**src/rtl/knn_scheduler.sv**
```systemverilog
// KNN run scheduler: sequences fetch / distance / report over
// N data points for each of S test points.
module knn_scheduler #(
    parameter int N   = 10,
    parameter int S   = 16,
    parameter int N_W = $clog2(N),
    parameter int S_W = $clog2(S)
) (
    input  logic           clk,
    input  logic           rst,
    input  logic           start,
    input  logic           abort,
    output logic           mem_req,
    output logic [N_W-1:0] mem_addr,
    input  logic           mem_ack,
    output logic [S_W-1:0] test_idx,
    output logic           nb_clr,
    output logic           en_dist,
    input  logic           dist_done,
    output logic           res_valid,
    input  logic           res_ack,
    output logic           busy,
    output logic           done
);

    typedef enum logic [2:0] {
        ST_IDLE,
        ST_CLEAR,
        ST_FETCH,
        ST_CALC,
        ST_WAIT,
        ST_REPORT,
        ST_DONE
    } state_t;

    state_t         state, state_nx;
    logic [N_W-1:0] data_idx;
    logic [S_W-1:0] test_q;
    logic           data_last;
    logic           test_last;

    assign data_last = (data_idx == N_W'(N - 1));
    assign test_last = (test_q == S_W'(S - 1));

    always_ff @(posedge clk or negedge rst) begin
        if (!rst) state <= ST_IDLE;
        else      state <= state_nx;
    end

    // Counters advance only on the handshake that leaves their state.
    always_ff @(posedge clk or negedge rst) begin
        if (!rst) begin
            data_idx <= '0;
            test_q   <= '0;
        end else if (abort) begin
            data_idx <= '0;
            test_q   <= '0;
        end else begin
            unique case (state)
                ST_IDLE: if (start) begin
                    data_idx <= '0;
                    test_q   <= '0;
                end
                ST_CLEAR: data_idx <= '0;
                ST_WAIT: if (dist_done && !data_last)
                    data_idx <= data_idx + N_W'(1);
                ST_REPORT: if (res_ack && !test_last)
                    test_q <= test_q + S_W'(1);
                default: ;
            endcase
        end
    end

    always_comb begin
        state_nx = state;
        if (abort) begin
            state_nx = ST_IDLE;
        end else begin
            unique case (state)
                ST_IDLE:   if (start) state_nx = ST_CLEAR;
                ST_CLEAR:  state_nx = ST_FETCH;
                ST_FETCH:  if (mem_ack) state_nx = ST_CALC;
                ST_CALC:   state_nx = ST_WAIT;
                ST_WAIT: if (dist_done)
                    state_nx = data_last ? ST_REPORT : ST_FETCH;
                ST_REPORT: if (res_ack)
                    state_nx = test_last ? ST_DONE : ST_CLEAR;
                ST_DONE:   state_nx = ST_IDLE;
                default:   state_nx = ST_IDLE;
            endcase
        end
    end

    always_comb begin
        mem_req   = 1'b0;
        nb_clr    = 1'b0;
        en_dist   = 1'b0;
        res_valid = 1'b0;
        done      = 1'b0;
        busy      = (state != ST_IDLE);
        unique case (state)
            ST_CLEAR:  nb_clr    = 1'b1;
            ST_FETCH:  mem_req   = 1'b1;
            ST_CALC:   en_dist   = 1'b1;
            ST_REPORT: res_valid = 1'b1;
            ST_DONE:   done      = 1'b1;
            default: ;
        endcase
    end

    assign mem_addr = data_idx;
    assign test_idx = test_q;

endmodule

```
**config.mk**
```make
export PLATFORM = sky130hd
export DESIGN_NAME = knn_scheduler
export DESIGN_NICKNAME = d
export VERILOG_FILES = /design/src/rtl/knn_scheduler.sv
export SDC_FILE = /design/constraint.sdc
export NUM_CORES = 1
export LEC_CHECK = 0
export ABC_CLOCK_PERIOD_IN_PS = 2700
export BUFFER_PORTS_ARGS = -buffer_cell sky130_fd_sc_hd__buf_2
export CAP_MARGIN = 10
export CORE_MARGIN = 5
export CORE_UTILIZATION = 54
export DETAILED_ROUTE_END_ITERATION = 10
export GPL_TIMING_DRIVEN = 0
export PLACE_DENSITY = 0.83
export RECOVER_POWER = 50
export REMOVE_ABC_BUFFERS = 1
export SLEW_MARGIN = 20
export SYNTH_ARGS = -nofsm -noshare
export SYNTH_HDL_FRONTEND = slang
export SYNTH_SLANG_ARGS = --single-unit
```
**constraint.sdc**
```tcl
create_clock -name clk -period 2.7 [get_ports clk]
set_clock_uncertainty 0.2 [all_clocks]
set_input_delay 0.135 -clock clk [delete_from_list [all_inputs] [get_ports clk]]
set_output_delay 0.135 -clock clk [all_outputs]
set_load 0.03 [all_outputs]
```
==> summary.txt, run 1 <==
Timing
  – Total Neg Setup Slack: 0 ps
  – Worst-case headroom to the max-slew limit: 58.4%
  – Setup WS post-layout: 272 ps
  – RSZ-0062 raised after global routing: false
  – Slew @ Worst Pin: 624 ps
  – Final max-slew violation count: 0
  – Min Hold Slack: around 180 ps
  – Final hold violations: 0
  – Maximum achievable frequency: between 400 and 500 MHz
  – Crit path time final: 2430 ps
  – Setup-failing EPs final: 0
  – Final Cycle Share: 89.9%

Placement
  – Pre-CTS WS: 698 ps
  – Port Buf Inserts: 20
  – RePlAce Congestion: ~0.79
  – Number of placed instances with taps included: 117
  – Sum of net half-perimeters after detailed placement: 1.26 mm
  – Cell area after placement: slightly below 900 µm²

Worst setup path
  – Most frequent cell on the critical path: a31oi_1
  – Critical path buffers and inverters: 1
  – Cell-by-cell trace of the critical path: nor2b_1, a31oi_1, o21ai_1, a31oi_1, dlygate4sd3_1
  – Data arrival time of the critical path: 2440 ps
  – Delay of the slowest cell on the worst path: around 690 ps
  – Critical path startpoint category: flop
  – Kind of cell adding the most delay to the critical path: compound AO/OA/AOI/OAI gates
  – Kind of critical path: reg -> reg
  – Crit end category: flop
  – Critical path required time: about 2700 ps
  – Slowest stage cell, crit path: dfrtp_1
  – Crit Path Max Fanout: 17

Cells and area
  – Total area of multi-input combinational cells: 467 µm²
  – Growth of design area from synthesis to finish: 22.9%
  – Final cell utilization of the core: 71.4%
  – Share of final-layout standard cells stronger than drive strength 1: between 10 and 15%
  – Final Cell Area: roughly 940 µm²
  – Non-filler cells in the finished layout: ~130
  – Nets: 123
  – Antenna diode count: 0
  – FILL cells: 107
  – Register cell area after layout: 275 µm²

Power
  – Power density over the cells: roughly 640 nW/µm²
  – Leakage power: 0.408 nW
  – Maximum VDD drop: 554 µV
  – Tot Pwr: between 0.6 and 0.7 mW

Detailed routing
  – Total length of routed met3 wires: 107 µm
  – First-pass iteration count of the detailed router: 4
  – Antenna violation net count after detailed routing: 0
  – Post-Route M1 WL: approximately 860 µm
  – Via count: just under 800
  – Final routed DRC violation total: 0
  – Average vias per placed instance: 6.08
  – Length of routed met2 wiring: 842 µm
  – Average routed wire per standard cell: 14.7 µm
  – Routed WL: 1.87 mm
  – Top layer reached by signal wires: met4
  – Number of violations reported at the end of detailed-routing iteration 0: 14

Clock tree
  – Htree depth: 1
  – Number of buffers created by CTS: 3
  – # resized after CTS: 0
  – Clock insertion delay at the later pin of the skew report: 280 ps
  – Number of buffers between clock root and the deepest sink: 2
  – Clock Sinks: 11
  – Clock transition at the registers of the reported paths: 80 ps
  – Clock tree root buffer cell: clkbuf_4
  – TritonCTS clock tree: built

Global route
  – Combined global-route utilization of all metal layers: between 10% and 20%
  – Global-route congestion overflow total: 0
  – Number of antenna violations at the first check in global routing: 0
  – Global-route wire length before repair: 3.02 mm
  – Vias in the first global route: 701
  – Maximum number of pins on one net before global-route repair: 25

Hold path
  – Hold WC Path Type: in -> async

Yosys
  – Post-synthesis instance area: 766 µm²
  – Sequential cell area fraction in the yosys report: between 30% and 40%
  – Synthesized instance count: 87
  – Warning count from the yosys run: 0
  – Post-synth cell types: 37
  – Flip-flop and latch count after synthesis: 11
  – Syn_area_per_cell: 8.80 µm²

Floorplanning
  – Die outline width: around 48 µm
  – Std cell rows: 13
  – Die area: 2270 µm²
  – Effective utilization at floorplan: between 50% and 60%
  – Y dimension of the die: 47.7 µm
  – Core Footprint: 1320 µm²
  – Count of boundary I/O pins: 21

Run status
  – Run status: finished, final reports clean

Flow run
  – Max-capacitance violation count: 0
## report_power, final
group	internal (mW)	leakage, nW	switching [mW]
Combinational	0.102	0.241	0.133
Clock	0.0573	0.0150	0.0599
Sequential	0.178	0.152	0.0761
## placed cells by master, fill, tap and decap left out
cell           count
or3_1              1
buf_2             12
nor3_1             4
nor3b_1            2
nor2b_1            4
nand3b_1           2
nand2_1            5
nor4b_1            1
a21oi_1            3
a22oi_1            1
and3b_1            2
xnor2_1            1
a311oi_2           1
clkbuf_4           3
dlygate4sd3_1      6
and3_1             1
and2_1             2
o21ai_0            1
ha_1               3
nor4_1             1
nand3_1            6
a31oi_1            2
mux2i_1            2
o22ai_1            1
o21ba_1            1
or4_1              2
o2bb2ai_1          1
or3b_1             1
dfrtp_1           11
a221oi_1           1
a41oi_1            1
inv_1              1
nand4bb_1          1
a211oi_1           1
o22a_1             1
clkbuf_1           9
nor2_1             4
o21ai_1            8
o31ai_1            2
## kinds of logic after synthesis
kind of cell	after synthesis	synth area share [%]
compound gates	25	22.1
flops	11	35.9
xor+xnor	1	1.14
fa+ha+maj	3	4.90
simple gates	39	30.2
mux	2	2.61
buf+inv	6	3.10
## cell usage after synthesis
cell	count	share of area (%)
o31ai_1	2	2.0
a221oi_1	1	1.1
a211oi_1	1	0.98
a21oi_1	3	2.0
nand2_1	5	2.5
nor3_1	4	2.6
o21ba_1	1	1.3
nor4_1	1	0.82
nor3b_1	2	2.0
o22a_1	1	1.1
a31oi_1	2	1.6
and2_1	2	1.6
nand3_1	6	3.9
or3b_1	1	1.1
or4_1	2	2.0
xnor2_1	1	1.1
and3_1	1	0.82
nand4bb_1	1	1.5
or3_1	1	0.82
o21ai_0	1	0.65
mux2i_1	2	2.6
and3b_1	2	2.3
o21ai_1	8	5.2
nand3b_1	2	2.0
nor2_1	4	2.0
dfrtp_1	11	36
a41oi_1	1	1.1
ha_1	3	4.9
o2bb2ai_1	1	1.1
a22oi_1	1	0.98
clkbuf_1	4	2.0
inv_1	1	0.49
o22ai_1	1	0.82
nor4b_1	1	1.1
a311oi_2	1	2.0
buf_2	1	0.65
nor2b_1	4	3.3
## sequential cells by signal, summed over array words and instances, names as in the netlist
| name | count |
|---|---|
| mem_addr | 4 |
| state | 3 |
| test_idx | 4 |
## final cells by class
cell class	instances	share of cell area, %
clock buffers	4	2.79
multi-input cells	70	49.6
flip-flops and latches	11	29.3
well taps	15	1.99
inverters	1	0.399
repair buffers	26	16.0
## metal layers
layer  track usage (%)  vias to the layer above
met5                 0                        -
met3              2.63                        6
met2              30.2                       34
met4              14.5                        0
li1                  -                      385
met1              24.8                      347
## worst paths after layout
path	start	end	slack [ps]	cells after the start
max in group asynchronous	rst	test_idx[1]$_DFFE_PN0P_	1720	2
worst min register to register	test_idx[3]$_DFFE_PN0P_	test_idx[3]$_DFFE_PN0P_	330	1
worst min-delay path	rst	mem_addr[2]$_DFFE_PN0P_	180	2
worst max register to register	state[0]$_DFFE_PN0P_	mem_addr[3]$_DFFE_PN0P_	270	5
worst max-delay path	state[0]$_DFFE_PN0P_	mem_addr[3]$_DFFE_PN0P_	270	5
min in group clk	start	mem_addr[1]$_DFFE_PN0P_	220	5
## what timing repair did
item,CTS,global route
endpoints found under the hold margin,21,0
buffers inserted,0,0
hold buffers,6,0
Note: power is estimated with default switching activity, not from simulation.
==> run 2: changes to the inputs <==
--- a/config.mk
+++ b/config.mk
@@ -12,7 +12,7 @@
 export CORE_UTILIZATION = 54
 export DETAILED_ROUTE_END_ITERATION = 10
 export GPL_TIMING_DRIVEN = 0
-export PLACE_DENSITY = 0.83
+export PLACE_DENSITY = 0.79
 export RECOVER_POWER = 50
 export REMOVE_ABC_BUFFERS = 1
 export SLEW_MARGIN = 20
==> summary.txt, run 2 (synthesis gave the netlist of run 1 again) <==
Run status
  – Run status: finished, final reports clean

Cells and area
  – Commonest non-fill, non-tap cell in the layout: buf_2
  – Nets: 122 (-0.81%)
  – Antenna diode count: 0 (unchanged)
  – Share of final-layout standard cells stronger than drive strength 1: 15.3% (+1.0 points)
  – Final Cell Area: 932 µm² (-0.93%)
  – Commonest non-fill, non-tap cells in the layout: buf_2, dfrtp_1, o21ai_1, clkbuf_1, nand3_1
  – FILL cells: 117 (+9.3%)
  – Growth of design area from synthesis to finish: 21.7%

Power
  – Power density over the cells: 652 nW/µm² (+1.1%)
  – Leakage power: 0.404 nW (-1.0%)
  – Maximum VDD drop: 444 µV (-20%)

Floorplanning
  – Std cell rows: 13 (unchanged)
  – Die outline width: 47.7 µm (unchanged)
  – Die area: 2270 µm² (unchanged)
  – Core Footprint: 1320 µm² (unchanged)
  – Count of boundary I/O pins: 21 (unchanged)
  – Effective utilization at floorplan: 58.1% (unchanged)
  – Y dimension of the die: 47.7 µm (unchanged)

Detailed routing
  – First-pass iteration count of the detailed router: 4 (unchanged)
  – Average routed wire per standard cell: 14.4 µm (-2.2%)
  – Routed WL: 1.82 mm (-3.0%)
  – Average vias per placed instance: 6.06 (-0.38%)
  – Antenna violation net count after detailed routing: 0 (unchanged)
  – Via count: 763 (-1.2%)
  – Final routed DRC violation total: 0 (unchanged)
  – Number of violations reported at the end of detailed-routing iteration 0: 12 (-2)

Worst setup path
  – Cell-by-cell trace of the critical path: or3b_1, or4_1, a21oi_1
  – Crit Reg-Reg Endpoint: mem_addr[1]$_DFFE_PN0P_
  – Reg2Reg Setup Slack: 690 ps (+420 ps)
  – Logic depth of the worst register-to-register path: 3 (-2)
  – Data arrival time of the critical path: 2010 ps (-430 ps)
  – Crit end category: flop
  – Worst reg2reg startpoint: state[1]$_DFFE_PN0P_
  – Kind of critical path: reg -> reg
  – Critical path startpoint category: flop
  – Delay of the slowest cell on the worst path: 630 ps (-60 ps)
  – Critical path required time: 2700 ps (-20 ps)
  – Crit Path Max Fanout: 24 (+7)
  – Slowest stage cell, crit path: dfrtp_1

Global route
  – Global-route congestion overflow total: 0 (unchanged)
  – Maximum number of pins on one net before global-route repair: 25 (unchanged)
  – Combined global-route utilization of all metal layers: 18.8% (-0.81 points)
  – Vias in the first global route: 710 (+1.3%)
  – Number of antenna violations at the first check in global routing: 0 (unchanged)
  – Global-route wire length before repair: 3.03 mm (+0.23%)

Placement
  – RePlAce Congestion: 0.815 (+2.6%)
  – Cell area after placement: 865 µm² (unchanged)
  – Sum of net half-perimeters after detailed placement: 1.26 mm (-0.75%)
  – Port Buf Inserts: 20 (unchanged)

Timing
  – RSZ-0062 raised after global routing: false
  – Crit path time final: 2010 ps (-418 ps)
  – Worst-case headroom to the max-slew limit: 56.5% (-1.9 points)
  – Total Neg Setup Slack: 0 ps (unchanged)
  – Final max-slew violation count: 0 (unchanged)
  – Final Cycle Share: 74.4% (-15 points)
  – Final hold violations: 0 (unchanged)
  – Maximum achievable frequency: 498 MHz (+21%)
  – Slew @ Worst Pin: 652 ps (+28.3 ps)
  – Setup-failing EPs final: 0 (unchanged)
  – Min Hold Slack: 185 ps (+7.22 ps)

Clock tree
  – # resized after CTS: 0 (unchanged)
  – Number of buffers created by CTS: 3 (unchanged)
  – Clock Sinks: 11 (unchanged)
  – Clock transition at the registers of the reported paths: 80 ps (about the same)
  – TritonCTS clock tree: built
  – Clock insertion delay at the later pin of the skew report: 270 ps (about the same)
  – Number of buffers between clock root and the deepest sink: 2 (unchanged)
  – Htree depth: 1 (unchanged)
  – Clock tree root buffer cell: clkbuf_4

Hold path
  – Hold WC Path Type: in -> async

Flow run
  – Max-capacitance violation count: 0 (unchanged)
## run 2: cell type report
cell class                 instances  area [µm²]  share of cell area, %
inverter                           1        3.75                  0.403
timing repair buffer              25         140                   15.0
clock buffer                       3        22.5                   2.42
clock inverter                     1        5.00                  0.537
sequential                        11         275                   29.5
tap                               15        18.8                   2.01
multi-input combinational         70         467                   50.1
## run 2: timing repair
item	CTS	global route
hold buffers	5	0
endpoints found under the hold margin	21	0
buffers inserted	0	0
## run 2: metal layers
| layer | track usage [%] | share of wire, % | up-vias |
|---|---|---|---|
| li1 | - | - | 381 |
| met1 | 24.1 | 47 | 364 |
| met2 | 32.4 | 47 | 16 |
| met3 | 1.13 | 4.4 | 2 |
| met4 | 8.06 | 1.3 | 0 |
| met5 | 0 | 0 | - |
## run 2: stage by stage
stage          total power, mW  utilization [%]  cells  setup WS (ps)
6_report                 0.608             70.8    126            691
5_1_grt                  0.646             70.8    126            574
3_5_place_dp             0.484             65.6    117            740
3_3_place_gp             0.478             65.6    117            748
4_1_cts                  0.605             71.5    126            726
2_1_floorplan            0.413                -     82            788
## run 2: worst max-delay path by stage
stage | depth (start not counted) | from | to
global placement | 3 | state[1]$_DFFE_PN0P_ | mem_addr[1]$_DFFE_PN0P_
global route | 3 | state[1]$_DFFE_PN0P_ | mem_addr[1]$_DFFE_PN0P_
CTS | 3 | state[1]$_DFFE_PN0P_ | mem_addr[1]$_DFFE_PN0P_
finish | 3 | state[1]$_DFFE_PN0P_ | mem_addr[1]$_DFFE_PN0P_
detailed placement | 3 | state[1]$_DFFE_PN0P_ | mem_addr[1]$_DFFE_PN0P_
floorplan | 6 | mem_addr[1]$_DFFE_PN0P_ | mem_addr[1]$_DFFE_PN0P_
## run 2: worst max-delay path, delay by kind of cell (launching register included)
family / cells / cell delay (ps)
AND/OR/NAND/NOR: 2 / 970
flip-flops: 1 / 630
AO/OA/AOI/OAI: 1 / 150
## run 2: power by group
group	switching [mW]	internal, mW	leakage, nW
Combinational	0.135	0.102	0.234
Sequential	0.0775	0.178	0.152
Clock	0.0601	0.0547	0.0177
Total	0.273	0.335	0.404
==> run 3: changes to the inputs <==
--- a/config.mk
+++ b/config.mk
@@ -5,14 +5,15 @@
 export SDC_FILE = /design/constraint.sdc
 export NUM_CORES = 1
 export LEC_CHECK = 0
-export ABC_CLOCK_PERIOD_IN_PS = 2700
+export ABC_AREA = 1
+export ABC_CLOCK_PERIOD_IN_PS = 2100
 export BUFFER_PORTS_ARGS = -buffer_cell sky130_fd_sc_hd__buf_2
 export CAP_MARGIN = 10
 export CORE_MARGIN = 5
-export CORE_UTILIZATION = 54
+export CORE_UTILIZATION = 52
 export DETAILED_ROUTE_END_ITERATION = 10
 export GPL_TIMING_DRIVEN = 0
-export PLACE_DENSITY = 0.79
+export PLACE_DENSITY = 0.74
 export RECOVER_POWER = 50
 export REMOVE_ABC_BUFFERS = 1
 export SLEW_MARGIN = 20
==> constraint.sdc (replaced) <==
create_clock -name clk -period 2.1 [get_ports clk]
set_clock_uncertainty 0.2 [all_clocks]
set_input_delay 0.105 -clock clk [delete_from_list [all_inputs] [get_ports clk]]
set_output_delay 0.105 -clock clk [all_outputs]
set_load 0.03 [all_outputs]
==> summary.txt, run 3 <==
Yosys
  – Warning count from the yosys run: 0 (unchanged)
  – Post-synth cell types: 21 (-43%)
  – Flip-flop and latch count after synthesis: 11 (unchanged)
  – Share of the synthesized area in the top cell type: 30.3% (-5.6 points)
  – Most common flop cell mapped by yosys: dfrtp_1
  – Number of enable-type register cells in the synthesized netlist: 0 (unchanged)
  – Syn_area_per_cell: 6.62 µm² (-25%)
  – Leading cell type by number of instances after synthesis: nand2_1
  – Post-synthesis instance area: 907 µm² (+18%)
  – Synthesized instance count: 137 (+57%)
  – Largest cells by area after synthesis: dfrtp_1, nand3_1, nand2_1, inv_1, nor2_1
  – Top cell type by total area after synthesis: dfrtp_1
  – Fraction of registers with async set/reset: 100% (unchanged)
  – Most common library cells after synthesis: nand2_1, nand3_1, inv_1
  – Sequential cell area fraction in the yosys report: 30.3% (-5.6 points)

Power
  – Maximum VDD drop: 432 µV (-2.6%)
  – Tot Pwr: 0.597 mW (-1.7%)
  – Power density over the cells: 552 nW/µm² (-15%)
  – Leakage power: 0.617 nW (+53%)

Detailed routing
  – Antenna violation net count after detailed routing: 0 (unchanged)
  – Via count: 982 (+29%)
  – Number of violations reported at the end of detailed-routing iteration 0: 38 (+26)
  – First-pass iteration count of the detailed router: 4 (unchanged)
  – Routed WL: 2.13 mm (+17%)
  – Final routed DRC violation total: 0 (unchanged)
  – Average routed wire per standard cell: 11.8 µm (-18%)
  – Average vias per placed instance: 5.46 (-9.9%)

Clock tree
  – Clock insertion delay at the later pin of the skew report: 270 ps (about the same)
  – Number of buffers created by CTS: 3 (unchanged)
  – Post-CTS Setup Repair Bufs: 0 (unchanged)
  – TritonCTS clock tree: built
  – # resized after CTS: 0 (unchanged)
  – Number of buffers between clock root and the deepest sink: 2 (unchanged)
  – Clock Sinks: 11 (unchanged)
  – Htree depth: 1 (unchanged)
  – Clock transition at the registers of the reported paths: 70 ps (about the same)
  – Clock tree root buffer cell: clkbuf_4
  – CTS hold repair buffers: 5 (unchanged)

Timing
  – Slew @ Worst Pin: 589 ps (-63.2 ps)
  – Setup-failing EPs final: 0 (unchanged)
  – Total Neg Setup Slack: 0 ps (unchanged)
  – RSZ-0062 raised after global routing: false
  – Crit path time final: 1660 ps
  – Final hold violations: 0 (unchanged)
  – Final max-slew violation count: 0 (unchanged)
  – Worst-case headroom to the max-slew limit: 60.7% (+4.2 points)
  – Final Cycle Share: 78.9%
  – Maximum achievable frequency: 604 MHz

Floorplanning
  – Die outline width: 51.8 µm (+8.6%)
  – Count of boundary I/O pins: 21 (unchanged)
  – Effective utilization at floorplan: 53.7% (-4.4 points)
  – Std cell rows: 15 (+2)
  – Y dimension of the die: 51.8 µm (+8.6%)
  – Core Footprint: 1690 µm² (+28%)
  – Die area: 2680 µm² (+18%)

Cells and area
  – Commonest non-fill, non-tap cell in the layout: nand2_1
  – Commonest non-fill, non-tap cells in the layout: nand2_1, nand3_1, inv_1
  – Final cell utilization of the core: 64.0% (-6.8 points)
  – Final Cell Area: 1080 µm² (+16%)
  – Growth of design area from synthesis to finish: 19.2%
  – Nets: 174 (+43%)
  – Share of final-layout standard cells stronger than drive strength 1: 16.6% (+1.2 points)
  – Antenna diode count: 0 (unchanged)

Worst setup path
  – Slowest stage cell, crit path: dfrtp_1
  – Delay of the slowest cell on the worst path: 500 ps (-130 ps)
  – Critical path required time: 1790 ps (-910 ps)
  – Kind of critical path: reg -> out
  – Crit Path Max Fanout: 8 (-67%)
  – Critical path startpoint category: flop
  – Crit end category: output pin
  – Cell-by-cell trace of the critical path: nor2_4, nand2_1, inv_1, buf_2
  – Data arrival time of the critical path: 1350 ps (-660 ps)

Run status
  – Run status: finished, final reports clean

Global route
  – Vias in the first global route: 897 (+26%)
  – Maximum number of pins on one net before global-route repair: 15 (-40%)
  – Global-route congestion overflow total: 0 (unchanged)
  – Number of antenna violations at the first check in global routing: 0 (unchanged)
  – Combined global-route utilization of all metal layers: 18.1% (-0.62 points)
  – Global-route wire length before repair: 3.75 mm (+24%)

Flow run
  – Max-capacitance violation count: 0 (unchanged)

Hold path
  – Hold WC Path Type: in -> reg

Placement
  – RePlAce Congestion: 0.859 (+5.3%)
  – Cell area after placement: 1010 µm² (+17%)
  – Port Buf Inserts: 20 (unchanged)
  – Sum of net half-perimeters after detailed placement: 1.64 mm (+31%)
==> run 3: changes by cell type after synthesis, sizes merged, moves of 3 or more <==
cell and change:
nand2 +31, nand4 +3, nand3 +26, nor2b -4, inv +23, clkbuf -3
nor2 +11, o21ai -7
==> run 3: layout make-up <==
cell class              instances  area, µm²
clock buffers                   4       26.3
fillers                       168        608
inverters                      24       90.1
multi-input cells              99        528
flip-flops and latches         11        275
well taps                      17       21.3
repair buffers                 25        140
==> run 3: cell families (layout without fill, tap and decap cells) <==
group                      count (synthesis)  count (layout)  share of synthesized area (%)
xor gates and xnor gates                   3               3                           2.90
buffers and inverters                     27              53                           11.4
and+or+nand+nor                           89              89                           49.0
AOI/OAI and AO/OA                          4               4                           2.21
adders and majority gates                  3               3                           4.14
DFF                                       11              11                           30.3
==> run 3: final timing paths <==
| path | from | end | slack (ps) | cells past startpoint |
|---|---|---|---|---|
| min in group asynchronous | rst | mem_addr[1]$_DFFE_PN0P_ | 150 | 2 |
| setup reg to reg | state[1]$_DFFE_PN0P_ | mem_addr[0]$_DFFE_PN0P_ | 510 | 7 |
| max in group asynchronous | rst | mem_addr[2]$_DFFE_PN0P_ | 1160 | 2 |
| hold / removal | start | mem_addr[1]$_DFFE_PN0P_ | 50 | 5 |
| hold reg to reg | mem_addr[1]$_DFFE_PN0P_ | mem_addr[1]$_DFFE_PN0P_ | 390 | 2 |
| setup / recovery | state[2]$_DFFE_PN0P_ | mem_req | 440 | 4 |
==> run 3: worst max-delay path: cells and delay by family, from the launching register on <==
family,cells,cell delay [ps]
buf+inv,2,270
flops,1,500
simple gates,2,310
==> run 3: report_power, final <==
group | total, mW | leakage [nW] | switching, mW | internal [mW]
registers | 0.252 | 0.152 | 0.0315 | 0.220
clock network | 0.141 | 0.0150 | 0.0674 | 0.0735
logic | 0.204 | 0.450 | 0.140 | 0.0640
total | 0.597 | 0.617 | 0.239 | 0.358
==> run 3: metal layers <==
metal | part of all wire, % | vias up | global-route usage, %
li1 | - | 487 | -
met1 | 46 | 462 | 22.6
met2 | 48 | 27 | 31.6
met3 | 4.9 | 6 | 3.44
met4 | 1.4 | 0 | 5.24
met5 | 0 | - | 0
==> run 3: through the flow <==
stage	setup slack, ps	instances	hold slack [ps]
2_1_floorplan	521	134	-391
3_3_place_gp	551	171	-221
3_5_place_dp	528	171	-217
4_1_cts	431	180	27.9
5_1_grt	334	180	103
6_report	443	180	54.3
